<file path="src/rtl/life_pkg.sv">
// Shared types and helpers for the Life generation engine: FSM states,
// generation-counter width, population count and the per-cell Life rule.
package life_pkg;

    localparam int GEN_W     = 16;
    localparam int POP_MAX_W = 256;

    typedef enum logic [3:0] {
        IDLE    = 4'd0,
        PRIME0  = 4'd1,
        PRIME1  = 4'd2,
        PRIME2  = 4'd3,
        PRIME3  = 4'd4,
        FETCH   = 4'd5,
        CAPTURE = 4'd6,
        WRITE   = 4'd7,
        DONE    = 4'd8
    } life_state_e;

    // Callers zero-extend narrower rows into the fixed-width argument.
    function automatic logic [8:0] popcount(input logic [POP_MAX_W-1:0] v);
        logic [8:0] cnt;
        cnt = 9'd0;
        for (int i = 0; i < POP_MAX_W; i++) begin
            cnt = cnt + 9'(v[i]);
        end
        return cnt;
    endfunction

    // nbhd[2:0] = top row, nbhd[5:3] = own row, nbhd[8:6] = bottom row; bit 4 is the cell.
    function automatic logic life_rule(input logic [8:0] nbhd);
        logic [3:0] n;
        n = 4'd0;
        for (int i = 0; i < 9; i++) begin
            n = n + ((i != 4) ? 4'(nbhd[i]) : 4'd0);
        end
        return nbhd[4] ? ((n == 4'd2) || (n == 4'd3)) : (n == 4'd3);
    endfunction

endpackage

</file>
<file path="src/rtl/life_row_next.sv">
// Combinational next-generation row from a prev/cur/next row window.
// Edge columns wrap around when LIFE_WRAP_EN is defined, otherwise read as dead.
module life_row_next
    import life_pkg::*;
#(
    parameter int WIDTH = 32
) (
    input  logic [WIDTH-1:0] prev_row,
    input  logic [WIDTH-1:0] cur_row,
    input  logic [WIDTH-1:0] next_row,
    output logic [WIDTH-1:0] next_gen
);

    // ext[0] is column -1, ext[c+1] is column c, ext[WIDTH+1] is column WIDTH.
    logic [WIDTH+1:0] prev_ext_s;
    logic [WIDTH+1:0] cur_ext_s;
    logic [WIDTH+1:0] next_ext_s;

`ifdef LIFE_WRAP_EN
    assign prev_ext_s = {prev_row[0], prev_row, prev_row[WIDTH-1]};
    assign cur_ext_s  = {cur_row[0],  cur_row,  cur_row[WIDTH-1]};
    assign next_ext_s = {next_row[0], next_row, next_row[WIDTH-1]};
`else
    assign prev_ext_s = {1'b0, prev_row, 1'b0};
    assign cur_ext_s  = {1'b0, cur_row,  1'b0};
    assign next_ext_s = {1'b0, next_row, 1'b0};
`endif

    for (genvar c = 0; c < WIDTH; c++) begin : g_cell
        assign next_gen[c] = life_rule({next_ext_s[c+2:c], cur_ext_s[c+2:c], prev_ext_s[c+2:c]});
    end

endmodule

</file>
<file path="src/rtl/life_generation_engine.sv">
// Advances a WIDTH x HEIGHT Life grid one generation in place in a row-per-word memory.
// Build with LIFE_WRAP_EN defined for a toroidal grid; default treats off-grid cells as dead.
module life_generation_engine
    import life_pkg::*;
#(
    parameter  int WIDTH  = 32,
    parameter  int HEIGHT = 32,
    localparam int ADDR_W = $clog2(HEIGHT),
    localparam int POP_W  = $clog2(WIDTH*HEIGHT+1)
) (
    input  logic              clk,
    input  logic              rst_n,
    input  logic              start,
    output logic              busy,
    output logic              done,
    output logic              rd_en,
    output logic [ADDR_W-1:0] rd_addr,
    input  logic [WIDTH-1:0]  rd_data,
    output logic              wr_en,
    output logic [ADDR_W-1:0] wr_addr,
    output logic [WIDTH-1:0]  wr_data,
    output logic [GEN_W-1:0]  gen_count,
    output logic [POP_W-1:0]  pop_count
);

    life_state_e       state_r;
    life_state_e       state_s;
    logic [ADDR_W-1:0] row_r;
    logic [WIDTH-1:0]  prev_r;
    logic [WIDTH-1:0]  cur_r;
    logic [WIDTH-1:0]  next_r;
`ifdef LIFE_WRAP_EN
    logic [WIDTH-1:0]  first_r;
`endif
    logic [POP_W-1:0]  acc_r;

    logic              busy_r;
    logic              done_r;
    logic              rd_en_r;
    logic [ADDR_W-1:0] rd_addr_r;
    logic              wr_en_r;
    logic [ADDR_W-1:0] wr_addr_r;
    logic [WIDTH-1:0]  wr_data_r;
    logic [GEN_W-1:0]  gen_count_r;
    logic [POP_W-1:0]  pop_count_r;

    logic              last_row_s;
    logic [ADDR_W-1:0] row_inc_s;
    logic [ADDR_W-1:0] fetch_row_s;
    logic              fetch_read_s;
    logic [WIDTH-1:0]  next_fill_s;
    logic [WIDTH-1:0]  row_next_s;
    logic [POP_W-1:0]  pop_row_s;
    logic [POP_W-1:0]  acc_sum_s;

    assign last_row_s   = (row_r == ADDR_W'(HEIGHT-1));
    assign row_inc_s    = row_r + ADDR_W'(1);
    assign fetch_row_s  = (state_r == WRITE) ? row_inc_s : {ADDR_W{1'b0}};
    assign fetch_read_s = (fetch_row_s != ADDR_W'(HEIGHT-1));
    assign pop_row_s    = POP_W'(popcount(POP_MAX_W'(wr_data_r)));
    assign acc_sum_s    = acc_r + pop_row_s;

    // Row below the current one: memory data, or the grid edge on the last row.
    always_comb begin
        next_fill_s = rd_data;
        if (last_row_s) begin
`ifdef LIFE_WRAP_EN
            next_fill_s = first_r;
`else
            next_fill_s = {WIDTH{1'b0}};
`endif
        end else begin
            next_fill_s = rd_data;
        end
    end

    // The row result is registered one cycle early so wr_data comes straight from a flop.
    life_row_next #(.WIDTH(WIDTH)) u_row_next (
        .prev_row (prev_r),
        .cur_row  (cur_r),
        .next_row (next_fill_s),
        .next_gen (row_next_s)
    );

    // FSM state register.
    always_ff @(posedge clk or negedge rst_n) begin
        if (!rst_n) begin
            state_r <= IDLE;
        end else begin
            state_r <= state_s;
        end
    end

    // Next-state logic.
    always_comb begin
        state_s = state_r;
        case (state_r)
            IDLE: begin
                if (start) begin
                    state_s = PRIME0;
                end else begin
                    state_s = IDLE;
                end
            end
            PRIME0: state_s = PRIME1;
`ifdef LIFE_WRAP_EN
            PRIME1: state_s = PRIME2;
`else
            PRIME1: state_s = FETCH;
`endif
            PRIME2:  state_s = PRIME3;
            PRIME3:  state_s = FETCH;
            FETCH:   state_s = CAPTURE;
            CAPTURE: state_s = WRITE;
            WRITE: begin
                if (last_row_s) begin
                    state_s = DONE;
                end else begin
                    state_s = FETCH;
                end
            end
            DONE:    state_s = IDLE;
            default: state_s = IDLE;
        endcase
    end

    // Memory strobes and status flags, decoded from the state being entered.
    always_ff @(posedge clk or negedge rst_n) begin
        if (!rst_n) begin
            busy_r    <= 1'b0;
            done_r    <= 1'b0;
            rd_en_r   <= 1'b0;
            rd_addr_r <= {ADDR_W{1'b0}};
        end else begin
            busy_r  <= (state_s != IDLE);
            done_r  <= (state_s == DONE);
            rd_en_r <= 1'b0;
            case (state_s)
                PRIME0: begin
                    rd_en_r   <= 1'b1;
                    rd_addr_r <= {ADDR_W{1'b0}};
                end
                PRIME2: begin
                    rd_en_r   <= 1'b1;
                    rd_addr_r <= ADDR_W'(HEIGHT-1);
                end
                FETCH: begin
                    rd_en_r   <= fetch_read_s;
                    rd_addr_r <= fetch_read_s ? (fetch_row_s + ADDR_W'(1)) : {ADDR_W{1'b0}};
                end
                default: rd_en_r <= 1'b0;
            endcase
        end
    end

    // Row window, write-back port and population accumulation.
    always_ff @(posedge clk or negedge rst_n) begin
        if (!rst_n) begin
            row_r     <= {ADDR_W{1'b0}};
            prev_r    <= {WIDTH{1'b0}};
            cur_r     <= {WIDTH{1'b0}};
            next_r    <= {WIDTH{1'b0}};
`ifdef LIFE_WRAP_EN
            first_r   <= {WIDTH{1'b0}};
`endif
            acc_r     <= {POP_W{1'b0}};
            wr_en_r   <= 1'b0;
            wr_addr_r <= {ADDR_W{1'b0}};
            wr_data_r <= {WIDTH{1'b0}};
        end else begin
            wr_en_r <= 1'b0;
            case (state_r)
                IDLE: begin
                    if (start) begin
                        row_r <= {ADDR_W{1'b0}};
                        acc_r <= {POP_W{1'b0}};
                    end
                end
                PRIME1: begin
                    cur_r  <= rd_data;
                    prev_r <= {WIDTH{1'b0}};
`ifdef LIFE_WRAP_EN
                    first_r <= rd_data;
`endif
                end
                PRIME3: prev_r <= rd_data;
                CAPTURE: begin
                    next_r    <= next_fill_s;
                    wr_data_r <= row_next_s;
                    wr_addr_r <= row_r;
                    wr_en_r   <= 1'b1;
                end
                WRITE: begin
                    prev_r <= cur_r;
                    cur_r  <= next_r;
                    acc_r  <= acc_sum_s;
                    if (!last_row_s) begin
                        row_r <= row_inc_s;
                    end
                end
                default: wr_en_r <= 1'b0;
            endcase
        end
    end

    // Generation and population statistics, published as DONE is entered.
    always_ff @(posedge clk or negedge rst_n) begin
        if (!rst_n) begin
            gen_count_r <= {GEN_W{1'b0}};
            pop_count_r <= {POP_W{1'b0}};
        end else if ((state_r == WRITE) && last_row_s) begin
            gen_count_r <= gen_count_r + GEN_W'(1);
            pop_count_r <= acc_sum_s;
        end
    end

    assign busy      = busy_r;
    assign done      = done_r;
    assign rd_en     = rd_en_r;
    assign rd_addr   = rd_addr_r;
    assign wr_en     = wr_en_r;
    assign wr_addr   = wr_addr_r;
    assign wr_data   = wr_data_r;
    assign gen_count = gen_count_r;
    assign pop_count = pop_count_r;

endmodule
</file>
<file path="config.mk">
export PLATFORM = sky130hd
export DESIGN_NAME = life_generation_engine
export DESIGN_NICKNAME = d
export VERILOG_FILES = /design/src/rtl/life_pkg.sv /design/src/rtl/life_row_next.sv /design/src/rtl/life_generation_engine.sv
export SDC_FILE = /design/constraint.sdc
export NUM_CORES = 1
export LEC_CHECK = 0
export BUFFER_PORTS_ARGS = -buffer_cell sky130_fd_sc_hd__buf_2
export CAP_MARGIN = 0
export CORE_UTILIZATION = 56
export CTS_CLUSTER_SIZE = 10
export DETAILED_ROUTE_END_ITERATION = 6
export GPL_ROUTABILITY_DRIVEN = 0
export PLACE_DENSITY = 0.72
export SYNTH_ARGS = -nofsm -noshare
export SYNTH_HDL_FRONTEND = slang
export SYNTH_HIERARCHICAL = 1
export SYNTH_SLANG_ARGS = --single-unit
export TNS_END_PERCENT = 10
</file>
<file path="constraint.sdc">
create_clock -name clk -period 7.03 [get_ports clk]
set_clock_uncertainty 0.15 [all_clocks]
set_input_delay 0.703 -clock clk [delete_from_list [all_inputs] [get_ports clk]]
set_output_delay 0.703 -clock clk [all_outputs]
set_load 0.03 [all_outputs]
</file>
=== Yosys cells after proc, flatten, opt, wreduce, memory -nomap -nowiden ===
Index checks and enable logic that the tools add are counted.

* Flip-flop bits (word level): 189
* Bits of input ports: 35
* Output and inout bits: 73
* Logic and storage cells: 437

* Reduce and logical (&&, ||, !) cells: 43
* Mux-type cells: 48
* Eq/ne operators: 79
* $add $sub $neg: 252

{| class="wikitable"
|+ Operators with widths
! operator !! number
|-
| 4-bit by 1-bit adder with 4-bit output || 185
|-
| 4-bit by 2-bit == test with 1-bit output (second input constant) || 67
|-
| 9-bit by 1-bit adder with 9-bit output || 23
|-
| 32-bit one-hot mux with 3 select lines || 1
|-
| 1-bit by 1-bit adder with 2-bit output || 32
|-
| 32-bit one-hot mux with 2 select lines || 1
|-
| 1-bit 2-to-1 mux || 34
|-
| 1-bit logical OR || 32
|-
| 32-bit 2-to-1 mux || 1
|-
| 4-bit one-hot mux with 7 select lines || 1
|-
| 11-bit one-hot mux with 2 select lines || 1
|-
| 4-bit by 3-bit == test with 1-bit output (second input constant) || 5
|-
| 5-bit 2-to-1 mux || 4
|-
| 16-bit by 1-bit adder with 16-bit output (second input constant) || 1
|-
| 5-bit one-hot mux with 3 select lines || 1
|-
| 11-bit by 9-bit adder with 11-bit output || 1
|-
| 11-bit 2-to-1 mux || 1
|-
| 5-bit by 1-bit adder with 5-bit output (second input constant) || 2
|-
| 5-bit one-hot mux with 2 select lines || 1
|-
| 8-bit by 1-bit adder with 9-bit output || 1
|-
| 7-bit by 1-bit adder with 8-bit output || 1
|-
| 4-bit by 1-bit == test with 1-bit output (second input constant) || 2
|-
| 6-bit by 1-bit adder with 7-bit output || 1
|-
| 2-bit by 1-bit adder with 3-bit output || 2
|-
| 17 further kinds || 21
|}

=== Longest topological paths before layout ===
Gate-level depths: netlist (run 1).

* Depth after elaboration: 33
* Mapped depth: 18
* Mapped depth without buffers: 18

=== Modules after synthesis ===
The synthesis (run 1) kept the hierarchy.

{| class="wikitable"
|+ Modules (own cells, without submodules)
! module !! sequential area each (µm²) !! times used !! cells an instance !! area each (µm²)
|-
| life_generation_engine || 4729.5 || 1 || 868 || 9123.8
|-
| life_row_next || 0.0 || 1 || 587 || 5265.0
|}

=== Least setup slack after synthesis (run 1) ===
OpenSTA, ideal clock, no wires.

* Path type: reg2reg
* Start point: register wr_data_r[17] (netlist: wr_data[17])
* End point: register acc_r[8]
* Required time: 6.817 ns
* Data arrival time: 5.085 ns
* Setup time: 0.063 ns
* Period minus slack after synthesis: 5.298 ns
* Path slack: 1.732 ns
* Path buffers: 0
* Cell stages (with the launch flop): 18
* Cells stage by stage: dfrtp_1 fa_1 inv_1 fa_1 inv_1 fa_1 inv_1 fa_1 fa_1 fa_1 fa_1 inv_1 fa_1 a211oi_1 o211ai_1 o211ai_1 a21oi_1 o21ba_2

* Word-level cells in the longest chain between the ends: 17

{| class="wikitable"
|+ Ends and longest elaborated chain
! item !! RTL line !! source
|-
| from (decl) || life_generation_engine.sv:43 || <nowiki>logic [WIDTH-1:0] wr_data_r;</nowiki>
|-
| from (signal assigned) || life_generation_engine.sv:169 || <nowiki>wr_data_r <= {WIDTH{1'b0}};</nowiki>
|-
| from (signal assigned) || life_generation_engine.sv:189 || <nowiki>wr_data_r <= row_next_s;</nowiki>
|-
| 9-bit by 1-bit adder with 9-bit output (15 in series) || life_pkg.sv:25 || <nowiki>cnt = cnt + 9'(v[i]);</nowiki>
|-
| 11-bit by 9-bit adder with 11-bit output || life_generation_engine.sv:61 || <nowiki>assign acc_sum_s = acc_r + pop_row_s;</nowiki>
|-
| 11-bit one-hot mux with 2 select lines || life_generation_engine.sv:172 || <nowiki>case (state_r)</nowiki>
|-
| to (signal assigned) || life_generation_engine.sv:166 || <nowiki>acc_r <= {POP_W{1'b0}};</nowiki>
|-
| to (signal assigned) || life_generation_engine.sv:176 || <nowiki>acc_r <= {POP_W{1'b0}};</nowiki>
|-
| to (signal assigned) || life_generation_engine.sv:196 || <nowiki>acc_r <= acc_sum_s;</nowiki>
|-
| to (decl) || life_generation_engine.sv:35 || <nowiki>logic [POP_W-1:0] acc_r;</nowiki>
|}

Every way passes these cells.
A chain may end at the register's enable or synchronous reset.

=== Worst setup path in the final report (run 1) ===
Ends and elaborated chain as after synthesis.

==> results of run 1 <==
[power breakdown]
group,leakage [nW],internal (mW),switching [mW],total (mW)
combinational,5.57,2.33,2.89,5.23
sequential,2.30,1.29,0.115,1.41
clock,0.299,0.489,0.524,1.01
total,8.17,4.12,3.53,7.65
[registers in the layout, summed over array words and instances (netlist names)]
register / cells
pop_count: 11
wr_en: 1
done: 1
wr_addr: 5
row_r: 5
rd_en: 1
gen_count: 16
prev_r: 32
cur_r: 32
next_r: 32
wr_data: 32
busy: 1
rd_addr: 5
state_r: 4
acc_r: 11
[metal layers]
| metal | share of wire, % | global-route usage [%] |
|---|---|---|
| met1 | 45 | 32.0 |
| met2 | 49 | 42.9 |
| met3 | 5.1 | 5.62 |
| met4 | 1.4 | 6.78 |
| met5 | 0 | 0 |
[cells in the final DEF, fill, tap and decap left out, types with 3 or more instances in the layout]
master / synthesis / routed
xor2_1: 8 / 8
a22o_1: 8 / 8
nor3_1: 6 / 6
mux2_2: 33 / 33
a21o_1: 6 / 6
ha_1: 112 / 111
nor3b_1: 3 / 3
nand2_2: 2 / 3
nand2_1: 181 / 180
a31oi_1: 3 / 3
buf_4: 0 / 7
buf_2: 20 / 106
xnor2_1: 20 / 20
fa_1: 150 / 150
o22ai_1: 3 / 3
a21oi_1: 66 / 66
mux2i_1: 32 / 32
nor2_1: 17 / 17
nand3b_1: 3 / 3
nand3_1: 36 / 36
a22oi_1: 32 / 32
or2_2: 30 / 30
nand4_1: 7 / 7
clkbuf_16: 0 / 17
o21ai_0: 125 / 125
inv_1: 265 / 265
clkinv_8: 0 / 7
o211ai_1: 4 / 4
nor2b_1: 36 / 36
inv_6: 0 / 4
dfrtp_1: 189 / 189
[cell type report]
type                            count  area, um^2
Clock inverter                     15         196
Inverter                          267        1000
Clock buffer                       17         425
Tap cell                          330         413
Timing Repair Buffer              114         597
Sequential cell                   189        4730
Fill cell                        2056        9370
Multi-Input combinational cell    951        8450
[metrics by stage]
stage	cell area [um^2]	hold WS (ns)
6_report	15800	0.214
3_3_place_gp	15200	0.308
2_1_floorplan	14400	0.257
5_1_grt	15800	0.274
4_1_cts	15800	0.256
3_5_place_dp	15200	0.311
[kinds of logic after synthesis]
kind of cell               count (synthesis)  share of synthesized area, %
xor gates and xnor gates                  28                          1.70
buffers and inverters                    315                          8.50
DFF                                      189                          32.9
adders and majority gates                262                          30.6
and+or+nand+nor                          335                          11.0
muxes                                     66                          4.89
AOI/OAI and AO/OA                        260                          10.4
[path summary, 6_finish.rpt]
path | endpoint | slack, ns | cells after the start
min in group clk | wr_addr[0] | 0.33 | 2
setup / recovery | acc_r[8] | 1.54 | 17
setup reg to reg | acc_r[8] | 1.54 | 17
max in group asynchronous | row_r[2] | 4.87 | 2
hold reg to reg | wr_addr[0] | 0.33 | 2
hold / removal | gen_count[9] | 0.21 | 1
==> reports/metrics.yaml, run 1 <==
crit_type: "reg2reg"
htreeDepth: 4
cts_resized: 0
place_inst: 1851
fp.dieH_um: 162
cts-root-buf: "clkbuf_16"
crit_buf_inv: 4
slowest_delay_ns: 0.55
power_density_nw_per_um2: 484
drt_iter0_drc: 587
grt.overflow.total: 0
dpl.hpwl_um: 22500
fmax_mhz: 182
synth-main-ff-cell: "dfrtp_1"
nNetsFinal: 1837
ys_warn_count: 6
synth_seq_cells: 189
max_cap_viol_count: 0
yosysTopAreaCellShare_pct: 32.9
gr-usage-all-layers_pct: 25.1
cp_data_arrival_time_ns: 5.73
clkTransAtPathRegs_ns: 0.09
crit_top_cell: "fa_1"
critical_path.max_fanout: 3
worst_slack_ns: 1.54
fin_crit_ns: 5.49
cts_tree: "done"
antenna_found_initial: 0
grt_setup_unrepaired: "false"
power_leakage_nw: 8.17
hold_viol: 0
area.growth.synth_to_final_pct: 9.91
ant_nets: 0
rr_startpoint: "wr_data[17]"
drv_slew: 0
synthTopCellsByArea: "dfrtp_1, fa_1, ha_1"
yosysTopAreaCell: "dfrtp_1"
vias: 10200
routed_wl_um: 30300
path_cells: "fa_1 > inv_1 > fa_1 > inv_1 > fa_1 > inv_1 > fa_1 > fa_1 > fa_1 > fa_1 > inv_1 > fa_1 > a211oi_1 > o211ai_1 > o211ai_1 > a21oi_1 > o21ba_2"
final.setup.tns_ns: 0
avgSynthCellArea_um2: 9.89
slowest_stage: "fa_1"
synth-edff-count: 0
grt_pass1_vias: 10800
insertion_delay_ns: 0.45
hold_buffers: 0
vias_per_cell: 5.39
postCtsSetupRepairBufs: 0
die_w_um: 162
required_ns: 7.27
io_pins: 108
rows: 58
power_mw: 7.65
syn-num-nets: 1752
cp-start-kind: "register"
numCtsBuffers: 17
synth_commonest_cells: "inv_1, dfrtp_1, nand2_1"
port_buffers: 107
drt_pre_antenna_iters: 7
crit_start: "wr_data[17]"
grt_pass1_wl_um: 52400
wl_per_cell_um: 16.1
syn-cell-area_um2: 14400
fin_util_pct: 62.8
drcViolationCount: 0
fin_crit_sh_pct: 78.1
outcome: "complete, no violations"
post-place-ws_ns: 1.55
cts_buffer_depth: 2
start_util_pct: 57.1
synthDistinctLibCells: 55
die_area_um2: 26300
drive_above_1_share_pct: 14.2
hold_class: "in2async"
cts.sinks: 189
max-slew-margin-rel_pct: 32.6
yosysSeqAreaShare_pct: 32.9
endpoint_kind: "register"
async_flop_share_pct: 100
diodes: 0
grt_max_degree: 112
crit_family: "adder cells"
synth.most_common_cell: "inv_1"
fin_cells: 1883
ir_worst_vdd_mv: 1.14
core_um2: 25200
setup_viol: 0
synth_cells: 1455
tightest_slew_ns: 1.01
No activity file was read; power rests on OpenSTA's default activity.
==> run 2, diff against run 1 <==
PLACE_DENSITY = 0.75   (was 0.72)
clock period = 4.7 ns   (was 7.03 ns; I/O delays follow)
==> run 2 against run 1 <==
  * The run now ends with setup timing left
  * Largest cell class unchanged
  * Routed wire length up 1.1%
  * Worst hold slack worse by 0.21 ns
  * Clock power up 53%
  * Non-clock buffer count up 30
  * Sequential share of layout area down 0.52 points
  * Flip-flop and latch count unchanged
  * Global-route usage about the same
  * Largest power group unchanged
  * Setup slack worse by 2.1 ns
  * Critical path depth unchanged
  * Maximum frequency up 4.7%
  * Total power up 74%
  * First-iteration DRC count up 1.0%
==> reports/metrics.yaml, run 2 (synthesized netlist as in run 1, its figures left out) <==
power_density_nw_per_um2: 827  # +71%
ant_nets: 0  # unchanged
power_leakage_nw: 8.33  # +1.9%
drv_slew: 0  # unchanged
fp.dieH_um: 162  # unchanged
grt_pass1_vias: 10700  # -0.61%
crit_family: "adder cells"
grt_pass1_wl_um: 52300  # -0.16%
cts_tree: "done"
gr-usage-all-layers_pct: 25.1  # about the same
dpl.hpwl_um: 23100  # +2.8%
die_area_um2: 26300  # unchanged
slowest_stage: "fa_1"
rows: 58  # unchanged
grt_max_degree: 119  # +6.3%
drt_pre_antenna_iters: 5  # -2
dpl-instance-area_um2: 15500  # +1.7%
slowest_delay_ns: 0.53  # -0.02 ns
final_cell_mix: "inv_1, dfrtp_1, nand2_1"
crit_type: "reg2reg"
antenna_found_initial: 0  # unchanged
setup_viol: 19  # +19
clkTransAtPathRegs_ns: 0.07  # -0.02 ns
nNetsFinal: 1867  # +1.6%
max-slew-margin-rel_pct: 32.4  # -0.18 points
multi_input_area_um2: 8500  # +0.59%
hold_class: "in2async"
power_mw: 13.3  # +74%
core_um2: 25200  # unchanged
area.growth.synth_to_final_pct: 12.0
wl_per_cell_um: 16.0  # -0.45%
grt.overflow.total: 0  # unchanged
port_buffers: 107  # unchanged
regArea_um2: 4740  # +0.16%
fmax_mhz: 191  # +4.7%
vias_per_cell: 5.37  # -0.40%
endpoint_kind: "register"
fin_crit_sh_pct: 112  # +33 points
drive_above_1_share_pct: 16.8  # +2.6 points
cp-start-kind: "register"
fin_util_pct: 64.0  # +1.2 points
ir_worst_vdd_mv: 1.78  # +55%
htreeDepth: 4  # unchanged
numCtsBuffers: 17  # unchanged
critical_path.max_fanout: 3  # unchanged
drcViolationCount: 0  # unchanged
cts-root-buf: "clkbuf_16"
fin_crit_ns: 5.24  # -0.249 ns
diodes: 0  # unchanged
routed_wl_um: 30700  # +1.1%
fin_area_um2: 16100  # +1.9%
vias: 10300  # +1.2%
crit_buf_inv: 4  # unchanged
tightest_slew_ns: 1.01  # +0.00268 ns
required_ns: 4.93  # -2.34 ns
die_w_um: 162  # unchanged
insertion_delay_ns: 0.44  # about the same
violations: "setup timing"
worst_slack_ns: -0.542  # -2.08 ns
drt_iter0_drc: 593  # +1.0%
path_cells: "fa_1 > inv_1 > fa_1 > inv_1 > fa_1 > inv_1 > fa_1 > fa_1 > fa_1 > fa_2 > inv_2 > fa_2 > a211oi_4 > o211ai_1 > o211ai_1 > a21oi_1 > o21ba_2"
grt_setup_unrepaired: "true"
start_util_pct: 57.1  # unchanged
final_common_cell: "inv_1"
cts_buffer_depth: 2  # unchanged
reg2reg_setup_slack_ns: -0.54  # -2.08 ns
crit_top_cell: "fa_1"
hold_viol: 0  # unchanged
cp_data_arrival_time_ns: 5.48  # -0.25 ns
max_cap_viol_count: 0  # unchanged
io_pins: 108  # unchanged
outcome: "complete, but fails checks"
cts.sinks: 189  # unchanged
num-fill-cells: 2021  # -1.7%
## run 2: final timing paths
check / startpoint / end / cells past startpoint
max: wr_data[17] / acc_r[8] / 17
max in group asynchronous: rst_n / prev_r[17] / 2
min: rst_n / gen_count[3] / 1
min reg2reg: gen_count[15] / gen_count[15] / 1
max reg2reg: wr_data[17] / acc_r[8] / 17
min in group clk: rd_data[10] / prev_r[10] / 3
## run 2: report_power, final
part	switching (mW)	leakage (nW)	internal, mW	total [mW]
Clock	0.683	0.296	0.865	1.55
Sequential	0.178	2.29	1.93	2.11
Combinational	4.87	5.74	4.81	9.68
## run 2: what timing repair did
item | in CTS | in global routing
hold buffers | 0 | 0
buffers inserted | 1 | 0
gates resized for setup | 8 | 3
hold endpoints to repair | 0 | 0
pin swaps | 9 | 4
endpoints found under the setup margin | 20 | 20
## run 2: final cells by class
class,count,area share [%]
inverters,267,6.22
flip-flops and latches,189,29.4
multi-input cells,951,52.7
clock buffers,18,2.72
clock inverters,14,1.13
well taps,330,2.56
repair buffers,144,5.25
## run 2: stage by stage
| stage | hold slack [ns] | setup TNS, ns | setup slack, ns | instances |
|---|---|---|---|---|
| 3_5_place_dp | 0.309 | -7.97 | -0.597 | 1880 |
| 5_1_grt | 0.104 | -10.82 | -0.731 | 1913 |
| 4_1_cts | 0.0686 | -7.04 | -0.573 | 1913 |
| 6_report | 0.00582 | -6.64 | -0.542 | 1913 |
| 2_1_floorplan | 0.0244 | -5.57 | -0.449 | 1455 |
| 3_3_place_gp | 0.306 | -6.77 | -0.510 | 1880 |
## run 2: layer usage
layer / GRT usage [%] / share of wire (%) / routed length, um
met3: 3.27 / 3.4 / 1040
met5: 0 / 0 / 0
met2: 42.8 / 49 / 15200
met4: 6.39 / 1.5 / 453
met1: 33.8 / 46 / 14000
## run 2: worst reg2reg max path: stages, from the launching register on
cell      delay (ns)
dfrtp_2         0.42
fa_1            0.53
inv_1           0.05
fa_1            0.49
inv_1           0.05
fa_1            0.47
inv_1           0.05
fa_1            0.49
fa_1            0.43
fa_1            0.52
fa_2            0.22
inv_2           0.04
fa_2            0.38
a211oi_4        0.24
o211ai_1        0.13
o211ai_1        0.17
a21oi_1         0.11
o21ba_2         0.26
